`src/rtl/alu_mc.sv`:
```
// Multi-cycle ALU: eight single-cycle ops plus iterative unsigned MUL/DIVU, valid/ready on both sides.
// Define ALU_REM_EN to enable fun 10 = REMU (remainder from the shared divide datapath).
module alu_mc #(
    parameter int WIDTH = 16,
    parameter int SHW   = $clog2(WIDTH)
) (
    input  logic             clk,
    input  logic             rst,
    input  logic             in_valid,
    output logic             in_ready,
    input  logic [WIDTH-1:0] A,
    input  logic [WIDTH-1:0] B,
    input  logic [3:0]       fun,
    output logic             out_valid,
    input  logic             out_ready,
    output logic [WIDTH-1:0] R,
    output logic             N,
    output logic             Z,
    output logic             C,
    output logic             V
);

    typedef enum logic [1:0] {IDLE, BUSY, DONE} state_t;

    localparam logic [SHW-1:0] LAST = SHW'(WIDTH - 1);

    state_t           state_reg;
    logic             in_ready_reg;
    logic             out_valid_reg;
    logic [WIDTH-1:0] r_reg;
    logic             n_reg;
    logic             z_reg;
    logic             c_reg;
    logic             v_reg;

    // Iteration state: hi/lo form the product (MUL) or remainder/quotient (DIVU).
    logic [WIDTH-1:0] hi_reg;
    logic [WIDTH-1:0] lo_reg;
    logic [WIDTH-1:0] opb_reg;
    logic [SHW-1:0]   count_reg;
    logic             mul_reg;
`ifdef ALU_REM_EN
    logic             rem_reg;
`endif

    logic [SHW-1:0]   sh;
    logic [WIDTH:0]   add_full;
    logic [WIDTH:0]   sub_full;
    logic [WIDTH-1:0] sc_r;
    logic             sc_c;
    logic             sc_v;
    logic             sc_multi;

    logic [WIDTH:0]   mul_sum;
    logic [WIDTH:0]   div_shift;
    logic             div_ge;
    logic [WIDTH-1:0] step_hi;
    logic [WIDTH-1:0] step_lo;

    logic [WIDTH-1:0] res_r;
    logic             res_c;
    logic             res_v;

    assign sh       = B[SHW-1:0];
    assign add_full = {1'b0, A} + {1'b0, B};
    assign sub_full = {1'b0, A} - {1'b0, B};

    always_comb begin
        sc_r     = '0;
        sc_c     = 1'b0;
        sc_v     = 1'b0;
        sc_multi = 1'b0;
        case (fun)
            4'd0: begin
                sc_r = add_full[WIDTH-1:0];
                sc_c = add_full[WIDTH];
                sc_v = (A[WIDTH-1] == B[WIDTH-1]) && (add_full[WIDTH-1] != A[WIDTH-1]);
            end
            4'd1: begin
                sc_r = sub_full[WIDTH-1:0];
                sc_c = sub_full[WIDTH];
                sc_v = (A[WIDTH-1] != B[WIDTH-1]) && (sub_full[WIDTH-1] != A[WIDTH-1]);
            end
            4'd2: sc_r = A & B;
            4'd3: sc_r = A | B;
            4'd4: sc_r = ~(A | B);
            4'd5: sc_r = A << sh;
            4'd6: sc_r = A >> sh;
            4'd7: sc_r = $unsigned($signed(A) >>> sh);
            4'd8: sc_multi = 1'b1;
            4'd9: begin
                // Divide by zero short-circuits the iteration entirely.
                if (B == '0) begin
                    sc_r = '1;
                    sc_v = 1'b1;
                end else begin
                    sc_multi = 1'b1;
                end
            end
`ifdef ALU_REM_EN
            4'd10: begin
                if (B == '0) begin
                    sc_r = A;
                    sc_v = 1'b1;
                end else begin
                    sc_multi = 1'b1;
                end
            end
`endif
            default: sc_v = 1'b1;
        endcase
    end

    // One shift-add (MUL) or restoring-subtract (DIVU) step per cycle.
    assign mul_sum   = {1'b0, hi_reg} + (lo_reg[0] ? {1'b0, opb_reg} : '0);
    assign div_shift = {hi_reg, lo_reg[WIDTH-1]};
    assign div_ge    = div_shift >= {1'b0, opb_reg};

    always_comb begin
        step_hi = '0;
        step_lo = '0;
        if (mul_reg) begin
            step_hi = mul_sum[WIDTH:1];
            step_lo = {mul_sum[0], lo_reg[WIDTH-1:1]};
        end else begin
            step_hi = div_ge ? (div_shift[WIDTH-1:0] - opb_reg) : div_shift[WIDTH-1:0];
            step_lo = {lo_reg[WIDTH-2:0], div_ge};
        end
    end

    always_comb begin
        res_r = sc_r;
        res_c = sc_c;
        res_v = sc_v;
        if (state_reg == BUSY) begin
            res_v = 1'b0;
            res_r = step_lo;
            res_c = mul_reg ? (|step_hi) : 1'b0;
`ifdef ALU_REM_EN
            if (rem_reg) begin
                res_r = step_hi;
            end
`endif
        end
    end

    always_ff @(posedge clk) begin
        if (rst) begin
            state_reg     <= IDLE;
            in_ready_reg  <= 1'b1;
            out_valid_reg <= 1'b0;
            r_reg         <= '0;
            n_reg         <= 1'b0;
            z_reg         <= 1'b0;
            c_reg         <= 1'b0;
            v_reg         <= 1'b0;
            hi_reg        <= '0;
            lo_reg        <= '0;
            opb_reg       <= '0;
            count_reg     <= '0;
            mul_reg       <= 1'b0;
`ifdef ALU_REM_EN
            rem_reg       <= 1'b0;
`endif
        end else begin
            case (state_reg)
                IDLE: begin
                    if (in_valid) begin
                        in_ready_reg <= 1'b0;
                        mul_reg      <= (fun == 4'd8);
`ifdef ALU_REM_EN
                        rem_reg      <= (fun == 4'd10);
`endif
                        hi_reg       <= '0;
                        lo_reg       <= (fun == 4'd8) ? B : A;
                        opb_reg      <= (fun == 4'd8) ? A : B;
                        count_reg    <= '0;
                        if (sc_multi) begin
                            state_reg <= BUSY;
                        end else begin
                            state_reg     <= DONE;
                            out_valid_reg <= 1'b1;
                            r_reg         <= res_r;
                            n_reg         <= res_r[WIDTH-1];
                            z_reg         <= (res_r == '0);
                            c_reg         <= res_c;
                            v_reg         <= res_v;
                        end
                    end
                end
                BUSY: begin
                    hi_reg    <= step_hi;
                    lo_reg    <= step_lo;
                    count_reg <= count_reg + 1'b1;
                    if (count_reg == LAST) begin
                        state_reg     <= DONE;
                        out_valid_reg <= 1'b1;
                        r_reg         <= res_r;
                        n_reg         <= res_r[WIDTH-1];
                        z_reg         <= (res_r == '0);
                        c_reg         <= res_c;
                        v_reg         <= res_v;
                    end
                end
                DONE: begin
                    if (out_ready) begin
                        state_reg     <= IDLE;
                        out_valid_reg <= 1'b0;
                        in_ready_reg  <= 1'b1;
                    end
                end
                default: begin
                    state_reg     <= IDLE;
                    in_ready_reg  <= 1'b1;
                    out_valid_reg <= 1'b0;
                end
            endcase
        end
    end

    assign in_ready  = in_ready_reg;
    assign out_valid = out_valid_reg;
    assign R         = r_reg;
    assign N         = n_reg;
    assign Z         = z_reg;
    assign C         = c_reg;
    assign V         = v_reg;

endmodule

```
`config.mk`:
```
export PLATFORM = sky130hd
export DESIGN_NAME = alu_mc
export DESIGN_NICKNAME = d
export VERILOG_FILES = /design/src/rtl/alu_mc.sv
export SDC_FILE = /design/constraint.sdc
export NUM_CORES = 1
export LEC_CHECK = 0
export CORE_ASPECT_RATIO = 0.75
export CORE_MARGIN = 2
export CORE_UTILIZATION = 50
export DETAILED_ROUTE_END_ITERATION = 10
export MAX_ROUTING_LAYER = met4
export PLACE_DENSITY = 0.69
export SYNTH_ARGS = -nofsm -noshare
export SYNTH_HDL_FRONTEND = slang
export SYNTH_SLANG_ARGS = --single-unit
```
`constraint.sdc`:
```
create_clock -name clk -period 10.6 [get_ports clk]
set_input_delay 2.65 -clock clk [delete_from_list [all_inputs] [get_ports clk]]
set_output_delay 2.65 -clock clk [all_outputs]
set_load 0.01 [all_outputs]
```
==> Word-level counts from Yosys, hierarchy flattened <==
Index checks and enable logic that the tools add are counted.
{ "totals": {"reg_bits": 77, "word_cells": 117} }
{ "classes": {"addsub": 5, "magnitude_cmp": 1, "n_eq_ne": 20, "n_shift": 3, "mux": 56, "n_bitwise": 4, "reduce_logical": 15} }
{ "ops": {"columns": ["operator", "count"], "rows": [
  ["16-bit 2-to-1 mux", 13],
  ["16-bit one-hot mux with 9 select lines", 1],
  ["16-bit one-hot mux with 2 select lines", 3],
  ["16-bit by 16-bit adder with 17-bit output", 2],
  ["16-bit logical NOT", 2],
  ["1-bit 2-to-1 mux", 23],
  ["17-bit by 16-bit greater-or-equal comparator with 1-bit output", 1],
  ["16-bit by 16-bit subtractor with 17-bit output", 1],
  ["16-bit AND", 1],
  ["4-bit by 3-bit == test with 1-bit output (second input constant)", 4],
  ["16-bit inverter", 1],
  ["16-bit bitwise OR", 1],
  ["16-bit OR reduction", 1],
  ["16-bit by 4-bit << shifter with 16-bit output", 1],
  ["16-bit by 4-bit right shift with 16-bit output", 1],
  ["16-bit by 4-bit >>> shifter with 16-bit output", 1],
  ["16-bit subtractor", 1],
  ["4-bit == test (second input constant)", 3],
  ["1-bit one-hot mux with 2 select lines", 6],
  ["4-bit by 2-bit == test with 1-bit output (second input constant)", 2],
  ["2-bit 2-to-1 mux", 4],
  ["4-bit one-hot mux with 2 select lines", 1],
  ["4-bit AND reduction", 2],
  ["7-bit OR reduction", 1],
  ["19 further kinds", 27]
]} }

==> Longest topological paths before layout <==
{ "depth": {"depth_word": 9, "ltp_mapped": 14, "ltp_nobuf": 13} }

==> Worst setup path before layout <==
No wires, ideal clock.
{ "synth_path": {"path_type": "input to register", "startpoint": "input B[2]", "endpoint": "register z_reg (netlist: Z)", "setup_ns": 0.088, "arrival_ns": 5.805, "setup_slack_ns": 4.707, "stages": 14, "n_path_buf": 3, "cell_sequence": "buf_2 > inv_1 > clkbuf_1 > ha_1 > buf_2 > a21o_1 > a221oi_2 > o21bai_1 > a21o_1 > a221o_1 > a311oi_1 > nand4_1 > or4_1 > o32ai_2"} }
{ "synth_via": {"elab_chain_len": 8, "elab_cells_between_ends": 21, "cone_classes": "add/sub (2); eq/ne (1); shift (3); mux (9); bitwise (3); reduce/logical (3)"} }
{ "synth_rtl": {"columns": ["element", "line", "text"], "rows": [
  ["start, declared", "12", "input logic [WIDTH-1:0] B,"],
  ["parallel branches: the longest is 8 deep, another holds 16-bit by 16-bit subtractor with 17-bit output", null, null],
  ["end signal, assigned", "185", "z_reg <= (res_r == '0);"],
  ["end signal, assigned", "200", "z_reg <= (res_r == '0);"],
  ["end, declared", "32", "logic z_reg;"]
]} }
Parallel ways; which one is timed is not known. The select of a mux whose other input is x is not followed.
A chain may end at the register's enable or synchronous reset.

==> Worst setup path after layout <==
Ends and elaborated chain as after synthesis.

==> reports/qor.csv <==
stage,metric,value,unit
placed_design,routability cong.,1.06,
clock_tree,CTS root buf,clkbuf_16,
die,Die ar.,0.0219,mm²
placed_design,Post-DP HPWL,32.9,mm
worst_setup_path,kind of critical path,in2reg,
synth,register area share after synthesis,14.7,%
power,pwr dens,98.9,mW/mm²
drt,routed length on met3,5.75,mm
sta,RSZ-0062 raised after global routing,false,
finish,"most common cell after layout, fill and taps aside",nor2_1,
clock_tree,Post-CTS Setup Bufs,0,
clock_tree,CTS tree,done,
worst_setup_path,crit path max-delay cell type,ha_1,
sta,f_max,0.145,GHz
worst_setup_path,CP Data Required Time,10.86,ns
worst_hold_path,hold crit path type,reg2reg,
synth,synthesized net count,1559,
finish,share of layout cells above drive strength 1,7.79,%
placed_design,placed cell count,1681,
drt,Top Layer Used,met4,
drt,ANT nets after route,0,
synth,Mean Syn Cell Area,7.21,µm²
sta,fin. max-slew vios,0,
worst_setup_path,CP cell instances,clkdlybuf4s50_1 -> buf_4 -> inv_1 -> ha_1 -> nand2b_1 -> a211oi_2 -> o22ai_1 -> o221ai_1 -> a21oi_1 -> a211o_1 -> a2111o_1 -> a21o_1 -> o32ai_2,
finish,Area Growth Syn to Fin,9.25,%
clock_tree,# hold bufs at CTS,0,
clock_tree,Skew-Pair Late Insertion Delay,0.35,ns
grt,GRT Total Usage,40.8,%
die,I/O pin cnt,62,
sta,Worst-Margin Slew,1.14,ns
grt,largest net degree at the start of global routing,58,
synth,top post-synthesis cells by area,"dfxtp_1 15%, ha_1 9.9%, nor2_1 6.1%",
synth,Post-synth EDFFs,0,
die,Die W,170,µm
worst_setup_path,critical path launch point type,input pin,
job,max cap viols,0,
drt,First DRT Iteration DRCs,2004,
synth,"FF+latch count, synth",76,
power,Peak VDD IR,0.102,mV
drt,DRT Pass-1 Iters,6,
die,Core Area,0.0203,mm²
clock_tree,"Reg clk slew, reported paths",0.06,ns
worst_setup_path,crit path capture type,flip-flop,
sta,Final Skew,0.00713,ns
sta,Final Critical Period,6.88,ns
finish,filler instances,2005,
clock_tree,clock buffer count from CTS,9,
drt,Via Count,11800,
drt,DRC errors left,0,
sta,final worst path period share,64.9,%
outcome,status,completed,
finish,Finished Layout Cells,1699,
grt,wire length of the first global-routing pass,65.1,mm
synth,top_reg_cell synth,dfxtp_1,
drt,wire length on met1,19.7,mm
worst_setup_path,Worst EP arrival,7.15,ns
clock_tree,H-tree depth,3,
synth,Netlist cell types,94,
finish,most frequent cells in the layout,"167 x nor2_1, 147 x nand2_1, 125 x a21oi_1, 83 x o21ai_0, 82 x ha_1",
grt,vias in the first global route,10400,
worst_setup_path,Critical Path Fanout Max,43,
synth,synth warn,0,
worst_setup_path,Crit path largest cell delay,0.52,ns
synth,"area leader, netlist",dfxtp_1,
synth,Synth Cell Area,0.0103,mm²
die,Cell Rows,45,
sta,Final setup viols,0,
synth,Synth Instances,1433,
die,Initial Utilization,51.0,%
drt,vias per cell,6.93,
sta,hold violation count in the final report,0,
power,Leak Pwr,4.43,nW
die,die height,129,µm
grt,initial antenna violation count,4,
drt,WL/cell,25.7,µm
synth,share of the synthesized area in the top cell type,14.7,%
sta,Setup TNS,0,ns
sta,worst rel slew slack,23.4,%
placed_design,Port Buffers,61,
drt,DR WL met2,16.8,mm
synth,share of flip-flops with an asynchronous set or reset,0,%
finish,# nets final,1560,
grt,grt ovf,0,
clock_tree,CTS-repair resized insts,0,
drt,final WL,43.7,mm
clock_tree,Num Clock Sinks,76,
clock_tree,Longest Clk Path Bufs,2,
[synthesized netlist by cell type, types with 24 or more instances]
cell      count
nor2_1      167
nand2_1     147
a21oi_1     125
o21ai_0      83
ha_1         82
inv_1        79
dfxtp_1      76
clkbuf_1     59
nor3_1       45
nand3_1      34
mux2i_1      31
mux4_2       24
[routing by layer]
metal	vias to the layer above	GRT usage (%)
li1	5289	-
met1	5566	59.0
met2	806	53.0
met3	112	13.3
met4	0	11.5
met5	-	-
[power breakdown]
group          internal, W  total (W)  switching (W)
clock             0.000163   0.000288       0.000125
sequential        0.000304   0.000322      0.0000186
combinational     0.000189   0.000507       0.000317
[cell families after synthesis]
group | synth area share (%)
multiplexers | 9.83
XOR/XNOR | 1.86
flip-flops | 14.7
adder cells (fa/ha/maj) | 10.7
AND/OR/NAND/NOR | 25.2
buffers and inverters | 7.70
AO/OA/AOI/OAI | 29.9
[worst max-delay path: cells and delay by family]
| family | cells | cell delay, ns |
|---|---|---|
| AND/OR/NAND/NOR | 1 | 0.22 |
| buffers and inverters | 3 | 1.31 |
| adder cells (fa/ha/maj) | 1 | 0.52 |
| AO/OA/AOI/OAI | 8 | 2.42 |
[metrics by stage]
stage | area [µm²] | hold slack [ns] | setup slack, ns | power [W] | util, %
6_report | 11300 | 0.458 | 3.72 | 0.00112 | 55.7
5_1_grt | 11300 | 0.489 | 3.54 | 0.00117 | 55.7
4_1_cts | 11300 | 0.461 | 3.84 | 0.00110 | 55.7
3_5_place_dp | 11000 | 0.451 | 3.52 | 0.000812 | 54.4
3_3_place_gp | 11000 | 0.446 | 3.59 | 0.000811 | 54.4
2_1_floorplan | 10300 | 0.439 | 4.71 | 0.000651 | -
[layout make-up]
cell class / count / area, µm² / area share, %
antenna: 4 / 10.0 / 0.0886
clock buffer: 11 / 243 / 2.15
clock inverter: 3 / 23.8 / 0.211
inverter: 81 / 304 / 2.69
multi-input combinational: 1174 / 8040 / 71.2
sequential: 76 / 1520 / 13.5
tap: 258 / 323 / 2.86
timing repair buffer: 92 / 828 / 7.33
[path summary, 6_finish.rpt]
| check | slack, ns | endpoint | cells past startpoint | startpoint |
|---|---|---|---|---|
| worst min-delay path | 0.46 | R[5] | 2 | R[5] |
| worst min register to register | 0.46 | R[5] | 2 | R[5] |
| worst max-delay path | 3.72 | Z | 13 | B[2] |
| worst max register to register | 6.50 | C | 12 | lo_reg[0] |
Note: power is estimated with default switching activity, not from simulation.
